**src/rtl/strobe_capture_pkg.sv**
```systemverilog
// strobe_capture_pkg: shared arbiter state encoding and constant-width helper
// Contents: arb_state_e (IDLE/ISSUE/GAP), clog2() ceiling log2 for parameter math.
package strobe_capture_pkg;
  typedef enum logic [1:0] {ST_IDLE, ST_ISSUE, ST_GAP} arb_state_e;
  function automatic int clog2(input int v);
    int r;
    r = 0;
    while ((1 << r) < v) r++;
    return r;
  endfunction
endpackage

```
**src/rtl/strobe_capture_fifo.sv**
```systemverilog
// strobe_capture_fifo: per-channel capture FIFO with pop-before-push on a full queue
// Ports: clk, rst_n (sync, active-low), push/wdata (write side),
//        pop/rdata (head word, read side), empty, full.
module strobe_capture_fifo
  import strobe_capture_pkg::*;
#(
  parameter int DATA_W     = 8,
  parameter int FIFO_DEPTH = 4
) (
  input  logic              clk,
  input  logic              rst_n,
  input  logic              push,
  input  logic [DATA_W-1:0] wdata,
  input  logic              pop,
  output logic [DATA_W-1:0] rdata,
  output logic              empty,
  output logic              full
);
  localparam int AW = clog2(FIFO_DEPTH);
  localparam logic [AW:0] FULL_CNT = (AW+1)'(FIFO_DEPTH);
  logic [DATA_W-1:0] mem_q [FIFO_DEPTH];
  logic [AW-1:0] wr_q, wr_d, rd_q, rd_d;
  logic [AW:0] cnt_q, cnt_d;
  logic do_push, do_pop;
  // a pop in the same cycle frees the slot, so a full FIFO still accepts the push
  always_comb begin
    empty   = cnt_q == '0;
    full    = cnt_q == FULL_CNT;
    rdata   = mem_q[rd_q];
    do_pop  = pop && !empty;
    do_push = push && (!full || do_pop);
    wr_d    = wr_q + AW'(do_push);
    rd_d    = rd_q + AW'(do_pop);
    cnt_d   = cnt_q + (AW+1)'(do_push) - (AW+1)'(do_pop);
  end
  always_ff @(posedge clk) begin
    if (!rst_n) begin
      wr_q  <= '0;
      rd_q  <= '0;
      cnt_q <= '0;
    end else begin
      wr_q  <= wr_d;
      rd_q  <= rd_d;
      cnt_q <= cnt_d;
    end
  end
  always_ff @(posedge clk) begin
    if (do_push) mem_q[wr_q] <= wdata;
  end
endmodule

```
**src/rtl/strobe_capture_arbiter.sv**
```systemverilog
// strobe_capture_arbiter: synchronise async strobes, queue captured words per channel,
// and hand them to the transfer library one at a time with a round-robin grant and
// an enforced idle gap between pulses.
// Ports: CLK_66MHZ, RST_N (sync, active-low), ENABLE, STROBE_IN[NUM_CH],
//        DATA_IN[NUM_CH*DATA_W], CLR_OVERFLOW -> TRANSFER_OUT, TRANSFER_BYTE,
//        TRANSFER_CH, OVERFLOW[NUM_CH] (sticky), BUSY.
module strobe_capture_arbiter
  import strobe_capture_pkg::*;
#(
  parameter int NUM_CH     = 2,
  parameter int DATA_W     = 8,
  parameter int FIFO_DEPTH = 4,
  parameter int GAP_CYCLES = 16,
  localparam int CH_W      = (NUM_CH > 1) ? clog2(NUM_CH) : 1
) (
  input  logic                     CLK_66MHZ,
  input  logic                     RST_N,
  input  logic                     ENABLE,
  input  logic [NUM_CH-1:0]        STROBE_IN,
  input  logic [NUM_CH*DATA_W-1:0] DATA_IN,
  input  logic                     CLR_OVERFLOW,
  output logic                     TRANSFER_OUT,
  output logic [DATA_W-1:0]        TRANSFER_BYTE,
  output logic [CH_W-1:0]          TRANSFER_CH,
  output logic [NUM_CH-1:0]        OVERFLOW,
  output logic                     BUSY
);
  localparam int GW = clog2(GAP_CYCLES) + 1;
  localparam logic [GW-1:0] GAP_LAST = GW'(GAP_CYCLES - 1);
  arb_state_e state_q, state_d;
  logic [NUM_CH-1:0] sync1_q, sync2_q, hist_q, rise, push, pop, empty, full, ovf_q, ovf_d;
  logic [GW-1:0] gap_q, gap_d;
  logic [CH_W-1:0] last_q, last_d, ch_q, ch_d, pick;
  logic [DATA_W-1:0] byte_q, byte_d;
  logic [DATA_W-1:0] head [NUM_CH];
  logic found;
  for (genvar g = 0; g < NUM_CH; g++) begin : g_fifo
    strobe_capture_fifo #(.DATA_W(DATA_W), .FIFO_DEPTH(FIFO_DEPTH)) u_fifo (
      .clk  (CLK_66MHZ),
      .rst_n(RST_N),
      .push (push[g]),
      .wdata(DATA_IN[g*DATA_W +: DATA_W]),
      .pop  (pop[g]),
      .rdata(head[g]),
      .empty(empty[g]),
      .full (full[g])
    );
  end
  // sync/history flops reset high so a strobe already high at release is not an edge
  always_comb begin
    rise = sync2_q & ~hist_q;
    push = rise & {NUM_CH{ENABLE}};
  end
  // round-robin search starting just after the last granted channel
  always_comb begin
    pick  = last_q;
    found = 1'b0;
    for (int i = 1; i <= NUM_CH; i++) begin
      if (!found && !empty[(int'(last_q) + i) % NUM_CH]) begin
        found = 1'b1;
        pick  = CH_W'((int'(last_q) + i) % NUM_CH);
      end
    end
  end
  always_comb begin
    state_d = state_q;
    gap_d   = gap_q;
    last_d  = last_q;
    ch_d    = ch_q;
    byte_d  = byte_q;
    ovf_d   = (CLR_OVERFLOW ? '0 : ovf_q) | (push & full & ~pop);
    if (state_q == ST_IDLE) begin
      if (found) begin
        state_d = ST_ISSUE;
        ch_d    = pick;
        byte_d  = head[pick];
      end
    end else if (state_q == ST_ISSUE) begin
      state_d = ST_GAP;
      last_d  = ch_q;
      gap_d   = '0;
    end else begin
      state_d = (gap_q == GAP_LAST) ? ST_IDLE : ST_GAP;
      gap_d   = (gap_q == GAP_LAST) ? '0 : gap_q + 1'b1;
    end
  end
  always_comb begin
    TRANSFER_OUT  = state_q == ST_ISSUE;
    pop           = TRANSFER_OUT ? NUM_CH'(1) << ch_q : '0;
    TRANSFER_BYTE = byte_q;
    TRANSFER_CH   = ch_q;
    OVERFLOW      = ovf_q;
    BUSY          = !(&empty) || state_q != ST_IDLE;
  end
  always_ff @(posedge CLK_66MHZ) begin
    if (!RST_N) begin
      sync1_q <= '1;
      sync2_q <= '1;
      hist_q  <= '1;
      state_q <= ST_IDLE;
      gap_q   <= '0;
      last_q  <= CH_W'(NUM_CH - 1);
      ch_q    <= '0;
      byte_q  <= '0;
      ovf_q   <= '0;
    end else begin
      sync1_q <= STROBE_IN;
      sync2_q <= sync1_q;
      hist_q  <= sync2_q;
      state_q <= state_d;
      gap_q   <= gap_d;
      last_q  <= last_d;
      ch_q    <= ch_d;
      byte_q  <= byte_d;
      ovf_q   <= ovf_d;
    end
  end
endmodule

```
**config.mk**
```make
export PLATFORM = sky130hd
export DESIGN_NAME = strobe_capture_arbiter
export DESIGN_NICKNAME = d
export VERILOG_FILES = /design/src/rtl/strobe_capture_pkg.sv /design/src/rtl/strobe_capture_fifo.sv /design/src/rtl/strobe_capture_arbiter.sv
export SDC_FILE = /design/constraint.sdc
export NUM_CORES = 1
export LEC_CHECK = 0
export CORE_MARGIN = 5
export CORE_UTILIZATION = 40
export CTS_CLUSTER_DIAMETER = 150
export DETAILED_ROUTE_END_ITERATION = 12
export PLACE_DENSITY = 0.68
export REMOVE_ABC_BUFFERS = 1
export SLEW_MARGIN = 0
export SYNTH_ARGS = -nofsm -noshare
export SYNTH_HDL_FRONTEND = slang
export SYNTH_SLANG_ARGS = --single-unit
```
**constraint.sdc**
```tcl
create_clock -name CLK_66MHZ -period 3.8 [get_ports CLK_66MHZ]
set_clock_uncertainty 0.1 [all_clocks]
set_input_delay 0.57 -clock CLK_66MHZ [delete_from_list [all_inputs] [get_ports CLK_66MHZ]]
set_output_delay 0.57 -clock CLK_66MHZ [all_outputs]
set_load 0.02 [all_outputs]
```
-- Word level (Yosys, flattened, before mapping)
Memory sizes are Yosys's and may differ from the RTL's. A register that Yosys moved wholly into a read port is not among the register bits.
Cells that the tools add are included.
- memory bits (writable): 64
- output and inout bits: 13
- logic and storage cells: 96
- memories: 2
- bits in registers: 39
- equality and inequality tests: 5
- add/subtract/negate cells: 11
- shift-type cells: 1
- muxes and demuxes: 27
- bitwise logic cells: 11
- reduce and logical (&&, ||, !) cells: 21
- magnitude comparators: 3
- memories (memory ; words ; width ; rd ports ; clocked after Yosys merged registers in ; wr ports ; RTL line ; source):
    g_fifo[0].u_fifo.mem_q ; 4 ; 8 ; 1 ; 1 ; 1 ; strobe_capture_fifo.sv:21 ; logic [DATA_W-1:0] mem_q [FIFO_DEPTH];
    g_fifo[1].u_fifo.mem_q ; 4 ; 8 ; 1 ; 1 ; 1 ; strobe_capture_fifo.sv:21 ;
- operators with widths (kind ; number):
    8-bit two-way mux ; 3
    2-bit two-way mux ; 8
    1-bit two-way mux ; 14
    5-bit two-way mux ; 2
    2-bit by 1-bit adder with 2-bit output ; 4
    2-bit AND ; 4
    3-bit by 1-bit adder with 3-bit output ; 2
    3-bit equality test (second input constant) ; 2
    1-bit zero test ; 6
    3-bit zero test ; 2
    2-bit by 3-bit less-than comparator with 1-bit output (second input constant) ; 2
    2-bit AND reduction ; 3
    3-bit by 1-bit subtractor with 3-bit output ; 2
    5-bit by 1-bit adder with 5-bit output (second input constant) ; 1
    5-bit by 4-bit equality test with 1-bit output (second input constant) ; 1
    1-bit logical AND ; 5
    2-bit NOT ; 2
    1-bit logical OR ; 3
    1-bit adder (second input constant) ; 2
    1-bit AND (first input constant) ; 2
    2-bit by 1-bit equality test with 1-bit output (second input constant) ; 1
    2-bit greater-or-equal comparator (second input constant) ; 1
    2-bit zero test ; 1
    2-bit != test (second input constant) ; 1
    other kinds (5) ; 5

-- Logic depth before layout (Yosys ltp)
- depth after elaboration: 12
- depth in mapped cells: 10
- gate-level depth less buffers: 10

-- Cells and area by module
A second synthesis with hierarchy kept.
- cells, all modules: 272
- area total of the unflattened synthesis: 4150.2 um^2
- by module, submodules not included (module ; area each (um^2) ; cells each ; times used):
    strobe_capture_fifo ; 1552.7 ; 79 ; 2
    strobe_capture_arbiter ; 1044.8 ; 114 ; 1

-- Worst setup path after synthesis
Ideal clock, no wire load.
- path kind: register to register
- from: register g_fifo[0].u_fifo.cnt_q[1]
- to: register g_fifo[0].u_fifo.cnt_q[2]
- arrival time: 2.095 ns
- period minus slack after synthesis: 2.310 ns
- data required time: 3.585 ns
- library setup time: 0.115 ns
- cell stages (with the launch flop): 11
- slack: 1.490 ns
- path buffers: 0
- cells stage by stage: dfxtp_1 -> nor3_1 -> nor3_1 -> ha_1 -> inv_1 -> ha_1 -> inv_1 -> fa_1 -> xnor2_1 -> xnor2_1 -> and2_1
- word-level cells in the longest chain between the ends: 7
- elaborated cells on any way between the ends: 9
- ends and longest elaborated chain (item ; RTL line ; source):
    from (decl) ; strobe_capture_fifo.sv:23 ; logic [AW:0] cnt_q, cnt_d;
    from (signal assigned) ; strobe_capture_fifo.sv:44 ; cnt_q <= cnt_d;
    3-bit zero test ; strobe_capture_fifo.sv:27 ; empty = cnt_q == '0;
    1-bit zero test ; strobe_capture_fifo.sv:30 ; do_pop = pop && !empty;
    1-bit logical AND ; strobe_capture_fifo.sv:30 ;
    1-bit logical OR ; strobe_capture_fifo.sv:31 ; do_push = push && (!full || do_pop);
    1-bit logical AND ; strobe_capture_fifo.sv:31 ;
    3-bit by 1-bit adder with 3-bit output ; strobe_capture_fifo.sv:34 ; cnt_d = cnt_q + (AW+1)'(do_push) - (AW+1)'(do_pop);
    3-bit by 1-bit subtractor with 3-bit output (*) ; strobe_capture_fifo.sv:34 ;
Every way passes the cells marked *; elsewhere a longest branch is shown, timed or not.
A chain may end at the register's enable or synchronous reset.

-- Worst setup path after layout
- from: register g_fifo[0].u_fifo.cnt_q[1]
- to: output port BUSY
- word-level cells in the longest chain between the ends: 4
- ends and longest elaborated chain (item ; RTL line ; source):
    3-bit zero test ; strobe_capture_fifo.sv:27 ;
    2-bit AND reduction ; strobe_capture_arbiter.sv:93 ; BUSY = !(&empty) || state_q != ST_IDLE;
    1-bit zero test ; strobe_capture_arbiter.sv:93 ;
    1-bit logical OR ; strobe_capture_arbiter.sv:93 ;
    to (decl) ; strobe_capture_arbiter.sv:26 ; output logic BUSY
No other way between the ends.

==> run metrics <==
Setup CP Type reg2out; CTS resizes 0; Synth Area in XOR/XNOR around 2.4%; antenna viol nets, final 0; Area growth, synth to finish 17.21%; post-synthesis adder-cell area fraction 3.164%; share of cells above drive strength 1 approximately 13%; Post-Syn Area 0.004034 mm²; first-pass GRT wire length 11,230 µm; total CTS buffers 9; leak pwr 1.700 nW; sequential-to-total area share from yosys stat 67.00%; maximum vdd ir drop 0.2034 mV; Seq cells post-synth ~100; FF+latch area 0.002703 mm²; Worst Hold Class reg2reg; status complete, no violations; clk_lat worst skew 0.37 ns; Nets 332; CTS tree done; part of the cycle the worst path needs 70.34%; CP top delay family simple AND/OR/NAND/NOR gates; DRC violations left 0; drt pass-1 iters 4; area of the multi-input gates about 0.0012 mm²; Overall Global Routing Usage 11.87%; initial antenna violation count 0; maximum clock frequency 374.1 MHz; worst-path cell chain nor3_1, nand3_1, clkdlybuf4s50_1; HPWL reported at the end of detailed placement 4765 µm; MaxCap Viol Count 0; largest family of logic cells by synthesized area multiplexers; I/O pins 35; ys flop type edfxtp_1; CP required 3.13 ns; drt wl/cell 15.65 µm; Avg Cell Area, Syn between 15 and 20 µm²; pin count of the biggest net entering global routing 40; vias per inst 4.884; CP Launch Type register; Post-synth top cells edfxtp_1 (64), dfxtp_1 (39), and2_1 (16), mux4_2 (16), inv_1 (12); Synth top area share between 40% and 50%; gate count of the mapped netlist 260; num rows 36; crit path DAT 2.00 ns; die area 0.01219 mm²; post-layout minimum cycle time 2.673 ns; headroom to the max-slew limit 21.29%; vias in the first global route 2,242; Sum Neg Setup Slack 0 ns; slew at the pin closest to its max-slew limit 1.177 ns; Pwr per Cell Area 412.2 mW/mm²; yosys warns 0; starting density of the core 41.08%; final-report hold violation count 0; clock root buffer clkbuf_8; Crit Path Max Fanout 5; clock transition at the registers of the reported paths 0.10 ns; H-Tree Depth 3; Hold Buf Count CTS 0; gr ovfl total 0; setup bufs post-CTS 0; Die Y 110.4 µm; CP Capture Type output pin; Yosys top cell by area edfxtp_1; Synth cell types 36; Die X roughly 110 µm; # port buffers 34; Slew Limit Fails 0; multiplexer share of the synthesized area approximately an eighth; fillcell total 929; compound-gate portion of the synthesized area about 4.0%; clock buffer depth 2; CP max stage delay 0.59 ns; slowest CP cell clkdlybuf4s50_1; total wire length about 7000 µm; synthesized-area fraction occupied by and/or/nand/nor cells 9.398%; most numerous cell in the Yosys netlist edfxtp_1; EDFF count, synth 64; Post-synth ARST share 0%; n_diodes 0; Clock Sinks 103; final setup fails 0; vias after detailed routing 2,144; GPL Wtd Cong around 0.74; Crit path buffers/inverters 1; synth top area cells edfxtp_1 (48%), dfxtp_1 (19%), mux4_2 (8.9%); RSZ-0062 raised after global routing false; core box area a little under 0.01 mm²; Util after Layout about half; initial DRC count 92
[cells in the final DEF (no fill, tap or decap), types with 4 or more instances in the layout]
cell type        synthesis  final
clkbuf_8                 0      9
ha_1                     7      7
nand2b_1                 9      9
xnor2_1                  4      4
inv_1                   12     12
mux2i_1                 10     10
xor2_1                   7      7
nor3_1                   4      4
o21ai_0                  8      8
nand3_1                  7      7
nor3b_1                  6      6
nor2_1                   5      5
nor2b_1                  5      5
dfxtp_1                 39     39
and2_1                  16     16
edfxtp_1                64     64
clkdlybuf4s50_1          0     34
a21oi_1                 10     10
buf_4                    0      5
mux4_2                  16     16
clkinv_4                 0      4
[flip-flops by register name, indices dropped and copies added, names as in the netlist]
register             cells
last_q                   1
g_fifo.u_fifo.wr_q       4
g_fifo.u_fifo.mem_q     64
sync2_q                  2
sync1_q                  2
state_q                  2
TRANSFER_CH              1
OVERFLOW                 2
g_fifo.u_fifo.cnt_q      6
hist_q                   2
g_fifo.u_fifo.rd_q       4
gap_q                    5
TRANSFER_BYTE            8
[where the power goes]
| group | internal [mW] | total [mW] | switching (mW) |
|---|---|---|---|
| Combinational | 0.0502 | 0.0973 | 0.0471 |
| Clock | 0.252 | 0.647 | 0.395 |
| Sequential | 1.20 | 1.20 | 0.00759 |
[per-layer routing]
layer	share of wire, %	up-vias	global-route usage, %	wire [µm]
met2	48	38	19.70	3328
li1	-	1046	-	-
met4	2.2	0	4.433	149
met5	0	-	0	0
met1	46	1048	14.84	3143
met3	3.6	12	3.228	249
[logic make-up (layout without fill, tap and decap cells)]
family | Yosys count | in the layout
xor+xnor | 11 | 11
flops | 103 | 103
compound gates | 27 | 27
fa+ha+maj | 9 | 9
simple gates | 62 | 62
mux | 27 | 27
buf+inv | 21 | 67
[worst paths after layout]
kind | cells after the start | slack [ns] | startpoint | endpoint
max | 3 | 1.13 | g_fifo[0].u_fifo.cnt_q[1]$_SDFF_PN0_ | BUSY
min | 1 | 0.32 | sync1_q[0]$_SDFF_PN1_ | sync2_q[0]$_SDFF_PN1_
max reg2reg | 10 | 1.25 | g_fifo[0].u_fifo.cnt_q[1]$_SDFF_PN0_ | g_fifo[0].u_fifo.cnt_q[2]$_SDFF_PN0_
min reg2reg | 1 | 0.32 | sync1_q[0]$_SDFF_PN1_ | sync2_q[0]$_SDFF_PN1_
[cell type report]
class	instances	area share, %
Inverter	12	0.9526
Sequential cell	103	57.16
Multi-Input combinational cell	136	26.41
Timing Repair Buffer	39	7.992
Clock inverter	7	1.350
Tap cell	133	3.519
Clock buffer	9	2.620
[stage by stage]
step | hold slack [ns] | total power [mW] | std cells | instance area (µm²) | worst slack, ns
detailed placement | 0.2964 | 1.329 | 423 | 4541 | 1.091
global placement | 0.2900 | 1.327 | 423 | 4541 | 1.149
CTS | 0.3204 | 1.964 | 439 | 4728 | 1.123
finish | 0.3154 | 1.949 | 439 | 4728 | 1.127
floorplan | 0.2863 | 1.270 | 251 | 3996 | 1.490
global route | 0.3266 | 2.031 | 439 | 4728 | 0.9785
Power figures use the tool's default switching activity.
